### config.mk
export PLATFORM = sky130hd
export DESIGN_NAME = alu_issue
export DESIGN_NICKNAME = d
export VERILOG_FILES = /design/src/rtl/alu_issue.sv
export SDC_FILE = /design/constraint.sdc
export NUM_CORES = 1
export LEC_CHECK = 0
export ABC_CLOCK_PERIOD_IN_PS = 2900
export BUFFER_PORTS_ARGS = -buffer_cell sky130_fd_sc_hd__buf_2
export CORE_UTILIZATION = 50
export DETAILED_ROUTE_END_ITERATION = 10
export GPL_ROUTABILITY_DRIVEN = 0
export GPL_TIMING_DRIVEN = 0
export PLACE_DENSITY = 0.9
export REMOVE_ABC_BUFFERS = 1
export SYNTH_ARGS = -nofsm -noshare
export SYNTH_HDL_FRONTEND = slang
export SYNTH_SLANG_ARGS = --single-unit
### constraint.sdc
create_clock -name clk -period 2.9 [get_ports clk]
set_input_delay 0.435 -clock clk [delete_from_list [all_inputs] [get_ports clk]]
set_output_delay 0.435 -clock clk [all_outputs]
set_load 0.05 [all_outputs]
### src/rtl/alu_issue.sv
// ALU issue stage: RV32I ALU decode into a registered valid/ready payload.
// Define ALU_ISSUE_SKID_EN for a 2-entry skid buffer with registered in_ready.
module alu_issue #(
  parameter int CNT_W = 16
) (
  input  logic             clk,
  input  logic             rst_n,
  input  logic             in_valid,
  output logic             in_ready,
  input  logic [31:0]      instr,
  input  logic [31:0]      pc,
  input  logic [31:0]      rs1_data,
  input  logic [31:0]      rs2_data,
  output logic             out_valid,
  input  logic             out_ready,
  output logic [31:0]      operand1,
  output logic [31:0]      operand2,
  output logic [2:0]       opcode,
  output logic             is_signed,
  output logic [4:0]       rd,
  output logic             illegal,
  output logic [CNT_W-1:0] issue_count
);

  typedef struct packed {
    logic [31:0] op1;
    logic [31:0] op2;
    logic [2:0]  opc;
    logic        sgn;
    logic [4:0]  rd;
    logic        ill;
  } pay_t;

  localparam logic [6:0] MAJ_OP    = 7'b0110011;
  localparam logic [6:0] MAJ_OPIMM = 7'b0010011;
  localparam logic [6:0] MAJ_LUI   = 7'b0110111;
  localparam logic [6:0] MAJ_AUIPC = 7'b0010111;

  logic [6:0] maj;
  logic [2:0] f3;
  logic [6:0] f7;
  logic       shift;
  pay_t       dec;
  pay_t       e0, e0_n;
  logic       v0, v0_n;
  logic       push, pop;

  assign maj   = instr[6:0];
  assign f3    = instr[14:12];
  assign f7    = instr[31:25];
  assign shift = (f3 == 3'b001) || (f3 == 3'b101);

  always_comb begin
    dec    = '0;
    dec.rd = instr[11:7];
    unique case (1'b1)
      (maj == MAJ_OP): begin
        dec.ill = !(f7 == 7'h00 || f7 == 7'h20) ||
                  (f7 == 7'h20 && !(f3 == 3'b000 || f3 == 3'b101));
        dec.op1 = rs1_data;
        dec.op2 = shift ? {27'b0, rs2_data[4:0]} : rs2_data;
        dec.opc = f3;
        dec.sgn = (f3 == 3'b000) ? !f7[5] :
                  (f3 == 3'b101) ?  f7[5] : 1'b0;
      end
      (maj == MAJ_OPIMM): begin
        dec.ill = (f3 == 3'b001 && f7 != 7'h00) ||
                  (f3 == 3'b101 && f7 != 7'h00 && f7 != 7'h20);
        dec.op1 = rs1_data;
        dec.op2 = shift ? {27'b0, instr[24:20]}
                        : {{20{instr[31]}}, instr[31:20]};
        dec.opc = f3;
        dec.sgn = (f3 == 3'b000) ? 1'b1 :
                  (f3 == 3'b101) ? f7[5] : 1'b0;
      end
      (maj == MAJ_LUI): begin
        dec.op2 = {instr[31:12], 12'b0};
        dec.sgn = 1'b1;
      end
      (maj == MAJ_AUIPC): begin
        dec.op1 = pc;
        dec.op2 = {instr[31:12], 12'b0};
        dec.sgn = 1'b1;
      end
      default: dec.ill = 1'b1;
    endcase
    // illegal payloads still flow, but carry no operands
    if (dec.ill) begin
      dec.op1 = '0;
      dec.op2 = '0;
      dec.opc = '0;
      dec.sgn = 1'b0;
    end
  end

  assign push      = in_valid && in_ready;
  assign pop       = v0 && out_ready;
  assign out_valid = v0;
  assign operand1  = e0.op1;
  assign operand2  = e0.op2;
  assign opcode    = e0.opc;
  assign is_signed = e0.sgn;
  assign rd        = e0.rd;
  assign illegal   = e0.ill;

`ifdef ALU_ISSUE_SKID_EN
  pay_t e1, e1_n;
  logic v1, v1_n;
  logic rdy_q;

  assign in_ready = rdy_q;

  always_comb begin
    e0_n = e0;
    e1_n = e1;
    v0_n = v0;
    v1_n = v1;
    unique case (1'b1)
      (push && pop): begin
        if (v1) begin
          e0_n = e1;
          e1_n = dec;
        end else begin
          e0_n = dec;
        end
      end
      (pop && !push): begin
        e0_n = e1;
        v0_n = v1;
        v1_n = 1'b0;
      end
      (push && !pop): begin
        if (v0) begin
          e1_n = dec;
          v1_n = 1'b1;
        end else begin
          e0_n = dec;
          v0_n = 1'b1;
        end
      end
      default: ;
    endcase
  end

  // v1 implies v0, so the buffer is full exactly when v1 is set
  always_ff @(posedge clk or negedge rst_n) begin
    if (!rst_n) begin
      e1    <= '0;
      v1    <= 1'b0;
      rdy_q <= 1'b1;
    end else begin
      e1    <= e1_n;
      v1    <= v1_n;
      rdy_q <= !v1_n;
    end
  end
`else
  assign in_ready = !v0 || out_ready;

  always_comb begin
    e0_n = e0;
    v0_n = v0;
    if (push) begin
      e0_n = dec;
      v0_n = 1'b1;
    end else if (pop) begin
      v0_n = 1'b0;
    end
  end
`endif

  always_ff @(posedge clk or negedge rst_n) begin
    if (!rst_n) begin
      e0          <= '0;
      v0          <= 1'b0;
      issue_count <= '0;
    end else begin
      e0 <= e0_n;
      v0 <= v0_n;
      if (pop) issue_count <= issue_count + 1'b1;
    end
  end

endmodule
==> results.json, run 1 <==
{
  "die_w_um": 98.94,
  "avgViaCountPerCell": 5.706,
  "post_drt_wl_per_cell_um": 16.97,
  "wirelength_um": 13050,
  "multi_input_area_mm2": 0.002250,
  "skew_ns": 0.01223,
  "p_leak_uw": 0.003134,
  "grt_use_total_pct": 27.06,
  "ios": 224,
  "min-delay-path-class": "in -> async",
  "grt_pass1_wl_um": 20830,
  "fillers": 694,
  "finalMaxSlewViolations": 0,
  "overflow": 0,
  "cts_buffers": 9,
  "fmax_ghz": 0.4081,
  "antenna_left": 0,
  "syn_avg_cell_area_um2": 10.51,
  "synth-seq-area-share_pct": 48.47,
  "die_area_mm2": 0.009788,
  "pre_cts_ws_ns": -0.1705,
  "synth.distinct_cells": 40,
  "finalNonFillerCells": 769,
  "clkTransAtPathRegs_ns": 0.09,
  "crit_required_ns": 3.14,
  "clock-sinks": 91,
  "critPathCaptureType": "flop",
  "vias": 4388,
  "ctsResizeCount": 0,
  "drive_above_1_share_pct": 46.96,
  "fp.dieH_um": 98.94,
  "portBuffers": 223,
  "antenna_cells": 0,
  "synth.top_cells.by_area": "dfrtp_1 (48%), o31ai_2 (13%), nand2_1 (6.4%)",
  "cts_tree": "yes",
  "start_kind": "input pin",
  "synth-seq-cells": 91,
  "fin_ws_ns": 0.4496,
  "grt_setup_unrepaired": "false",
  "total_power_uw": 2947,
  "place_area_mm2": 0.005948,
  "postSynthCellCount": 447,
  "final_area_mm2": 0.006152,
  "mostFrequentLayoutCells": "buf_2 (222), dfrtp_1 (91), nand2_1 (79)",
  "yosysWarnings": 0,
  "register_area_mm2": 0.002277,
  "worstSetupPathType": "in -> reg",
  "outcome": "complete, no violations",
  "clock_latency_ns": 0.34,
  "reg2reg_slack_ns": 0.87,
  "worstMarginPinSlew_ns": 1.334,
  "power_density_mw_per_mm2": 479.0,
  "area_growth_pct": 30.95,
  "grt_pass1_vias": 4300,
  "rows": 35,
  "crit_fanout": 61,
  "slew_headroom_pct": 10.60,
  "drv_cap": 0,
  "cts-hold-fix-buffers": 0,
  "clockBufferDepth": 2,
  "mappedNetlistArea_mm2": 0.004698,
  "drc": 0,
  "dp_hpwl_um": 9530,
  "period_minus_slack_ns": 2.450,
  "synth_top_area_share_pct": 48.47,
  "timing.hold.ws_ns": 0.07761,
  "fp.coreArea_mm2": 0.009153,
  "cts_setup_buffers": 0,
  "antenna_found_initial": 0,
  "hold_viol_final": 0,
  "arrival_ns": 2.69,
  "finalCritPeriodShare_pct": 84.50,
  "layout_commonest_cell": "buf_2",
  "post-place-cells": 754,
  "dr.pass1.iters": 4,
  "yosys.area.top_type": "dfrtp_1",
  "peakVddDrop_uv": 331.7,
  "r2r_cells": 4,
  "htreeDepth": 3,
  "initial_utilization_pct": 51.33,
  "grt_max_degree": 62,
  "drtIter0Drc": 118,
  "fin_nets": 787,
  "root_buffer": "clkbuf_8",
  "finalSetupViolations": 0
}
## cell usage after synthesis, drive strengths merged
master   count
and3         2
a31oi        1
clkbuf      21
a2bb2oi      1
o41ai        1
nor4bb       1
nor2         8
nor4b        1
a31o         2
nor4         2
a211oi       3
a21oi       35
a211o        1
nand3        4
mux2         6
ha           1
or4          1
nand2b       4
o21ai       17
nor3         4
and4         1
nand2       81
o31ai       54
a221oi      18
xnor2        9
inv          5
o211ai       1
nand4        5
mux2i       11
xor2         7
nor2b       35
dfrtp       91
buf         13
## path summary, 6_finish.rpt
check,startpoint,to
setup / recovery,instr[2],operand2[19]
min in group clk,in_valid,out_valid
hold reg to reg,issue_count[15],issue_count[15]
max in group asynchronous,rst_n,operand2[1]
hold / removal,rst_n,illegal
setup reg to reg,out_valid,operand2[19]
## metrics by stage
stage | TNS, ns | utilization (%)
5_1_grt | 0 | 67.22
3_5_place_dp | -1.999 | 64.99
3_3_place_gp | -140.60 | 63.16
6_report | 0 | 67.22
2_1_floorplan | -70.03 | -
4_1_cts | 0 | 67.19
## sequential cells by signal, summed over array words and instances, names as in the netlist
signal and cells:
is_signed 1, opcode 3, operand2 32, issue_count 16
illegal 1, operand1 32, rd 5, out_valid 1
## cell families (layout without fill, tap and decap cells)
group	count (synthesis)	count (layout)	share of synthesized area, %
flops	91	91	48.47
buf+inv	39	250	4.075
fa+ha+maj	1	1	0.2663
xor+xnor	16	16	2.983
compound gates	134	134	25.09
mux	17	17	3.782
simple gates	149	149	15.34
## worst max-delay path: stages
cell and delay [ns]:
buf_2 0.83, nor4b_1 0.19, o41ai_2 0.14, nand2_4 0.58, o31ai_2 0.44
## power by group
| group | total [uW] | switching, uW | internal [uW] |
|---|---|---|---|
| combinational | 682 | 462 | 220 |
| sequential | 1390 | 56.7 | 1330 |
| clock | 880 | 435 | 445 |
| total | 2950 | 953 | 1990 |
## area by class of cell
type / count / share of cell area (%)
clock inverters: 3 / 0.7525
well taps: 111 / 2.257
repair buffers: 230 / 20.58
flip-flops and latches: 91 / 37.01
clock buffers: 12 / 2.522
inverters: 5 / 0.3051
multi-input cells: 317 / 36.57
## metal layers
layer  share of wire (%)  up-vias  GRT usage (%)
met5                   0        -              0
met4                 2.5        0          11.83
met3                 6.8       33          5.532
met2                  51      204          47.23
met1                  40     2132          32.33
li1                    -     2019              -
Note: power is estimated with default switching activity, not from simulation.
==> run 2, diff against run 1 <==
--- a/config.mk
+++ b/config.mk
@@ -5,13 +5,13 @@
 export SDC_FILE = /design/constraint.sdc
 export NUM_CORES = 1
 export LEC_CHECK = 0
-export ABC_CLOCK_PERIOD_IN_PS = 2900
+export ABC_CLOCK_PERIOD_IN_PS = 2500
 export BUFFER_PORTS_ARGS = -buffer_cell sky130_fd_sc_hd__buf_2
-export CORE_UTILIZATION = 50
+export CORE_UTILIZATION = 47
 export DETAILED_ROUTE_END_ITERATION = 10
 export GPL_ROUTABILITY_DRIVEN = 0
 export GPL_TIMING_DRIVEN = 0
-export PLACE_DENSITY = 0.9
+export PLACE_DENSITY = 0.86
 export REMOVE_ABC_BUFFERS = 1
 export SYNTH_ARGS = -nofsm -noshare
 export SYNTH_HDL_FRONTEND = slang
==> constraint.sdc (replaced) <==
create_clock -name clk -period 2.5 [get_ports clk]
set_input_delay 0.375 -clock clk [delete_from_list [all_inputs] [get_ports clk]]
set_output_delay 0.375 -clock clk [all_outputs]
set_load 0.05 [all_outputs]
==> run 2 against run 1 <==
  * Worst setup slack got worse by 0.29 ns
  * Via count decreased by 2.2%
  * First-iteration DRC count increased by 19%
  * Sequential share of layout area decreased by 0.33 points
  * Combinational power increased by 16%
  * Global-route usage decreased by 2.1 points
  * Cell count increased by 3.0%
  * Die area increased by 6.3%
  * Wire length decreased by 1.7%
  * Hold slack got worse by 0.073 ns
  * Critical path type unchanged
  * Largest cell class unchanged
  * Largest power group unchanged
  * Highest routed layer unchanged
==> results.json, run 2 (synthesized netlist as in run 1, its figures left out) <==
{
  "outcome": "complete, no violations",
  "final_area_mm2": 0.006207,
  "grt_pass1_wl_um": 19810,
  "htreeDepth": 3,
  "post_drt_wl_per_cell_um": 16.20,
  "clock-sinks": 91,
  "mostFrequentLayoutCells": "buf_2 (222), dfrtp_1 (91), nand2_1 (79)",
  "initial_utilization_pct": 48.29,
  "worstMarginPinSlew_ns": 1.323,
  "die_area_mm2": 0.01040,
  "place_area_mm2": 0.005963,
  "dr.pass1.iters": 4,
  "finalSetupViolations": 0,
  "hold_viol_final": 0,
  "clkTransAtPathRegs_ns": 0.08,
  "total_power_uw": 3589,
  "power_density_mw_per_mm2": 578.1,
  "fin_util_pct": 63.80,
  "r2r-end": "operand1[27]",
  "clock_latency_ns": 0.36,
  "avgViaCountPerCell": 5.420,
  "fin_nets": 787,
  "grt_setup_unrepaired": "false",
  "min-delay-path-class": "in -> async",
  "rr_startpoint": "out_valid",
  "rows": 36,
  "antenna_found_initial": 0,
  "finalCritPeriodShare_pct": 93.72,
  "fp.coreArea_mm2": 0.009729,
  "fmax_ghz": 0.4268,
  "p_leak_uw": 0.003154,
  "portBuffers": 223,
  "grt_pass1_vias": 3975,
  "finalMaxSlewViolations": 0,
  "cts_buffers": 9,
  "start_kind": "input pin",
  "period_minus_slack_ns": 2.343,
  "peakVddDrop_uv": 655.8,
  "cts_tree": "yes",
  "layout_commonest_cell": "buf_2",
  "antenna_cells": 0,
  "wirelength_um": 12830,
  "antenna_left": 0,
  "clockBufferDepth": 2,
  "crit_required_ns": 2.76,
  "drtIter0Drc": 140,
  "grt_use_total_pct": 24.92,
  "skew_ns": 0.006036,
  "die_w_um": 102.0,
  "drive_above_1_share_pct": 47.04,
  "grt_max_degree": 62,
  "area_growth_pct": 32.12,
  "arrival_ns": 2.60,
  "fp.dieH_um": 102.0,
  "reg2reg_slack_ns": 0.49,
  "cts_setup_buffers": 0,
  "worstSetupPathType": "in -> reg",
  "slew_headroom_pct": 11.34,
  "dp_hpwl_um": 9362,
  "drc": 0,
  "vias": 4293,
  "crit_fanout": 61,
  "ios": 224,
  "overflow": 0,
  "critPathCaptureType": "flop",
  "root_buffer": "clkbuf_8",
  "r2r_cells": 4,
  "drv_cap": 0
}
==> run 2: worst max path at each step <==
stage,from,to,slack [ns]
after detailed placement,instr[2],operand2[17],-0.43
after floorplan,instr[3],operand1[0],-1.73
after CTS,instr[2],operand1[27],0.16
final,instr[2],operand1[27],0.16
after global placement,instr[2],operand1[0],-3.13
after global routing,instr[2],operand1[19],0.007
==> run 2: cell type report <==
cell class / instances / area [um^2]
fillers: 817 / 3522
well taps: 133 / 166.4
clock inverters: 5 / 100.1
flip-flops and latches: 91 / 2277
multi-input cells: 317 / 2250
repair buffers: 230 / 1254
inverters: 5 / 18.77
clock buffers: 11 / 141.4
==> run 2: worst max-delay path, stage by stage <==
cell and delay [ns]:
buf_2 0.81, nor4b_1 0.19, o41ai_2 0.15, nand2_4 0.60
o31ai_2 0.43
==> run 2: per-layer routing <==
layer	up-vias	GRT usage, %	wire (um)
met5	-	0	0
met3	28	5.746	905
met4	0	11.98	299
met1	2049	31.10	5274
met2	194	40.89	6349
li1	2022	-	-
==> run 2: timing repair <==
action                                  4_1_cts  5_1_grt
hold buffers                                  0        0
endpoints found under the setup margin       17        0
resized for setup                             1        0
==> run 2: stage by stage <==
step,hold WS (ns),cells,setup TNS (ns),worst slack [ns]
floorplan,0.07941,413,-93.86,-1.729
global placement,0.4567,769,-168.18,-3.126
detailed placement,0.4047,776,-12.53,-0.4312
CTS,0.01364,792,0,0.1634
global route,0.03417,792,0,0.007059
finish,0.004941,792,0,0.1571
==> run 2: where the power goes <==
group / internal [uW] / total (uW) / switching, uW / leakage, uW
Clock: 689 / 1190 / 503 / 0.000123
Combinational: 255 / 788 / 533 / 0.00179
Sequential: 1540 / 1610 / 67.6 / 0.00124
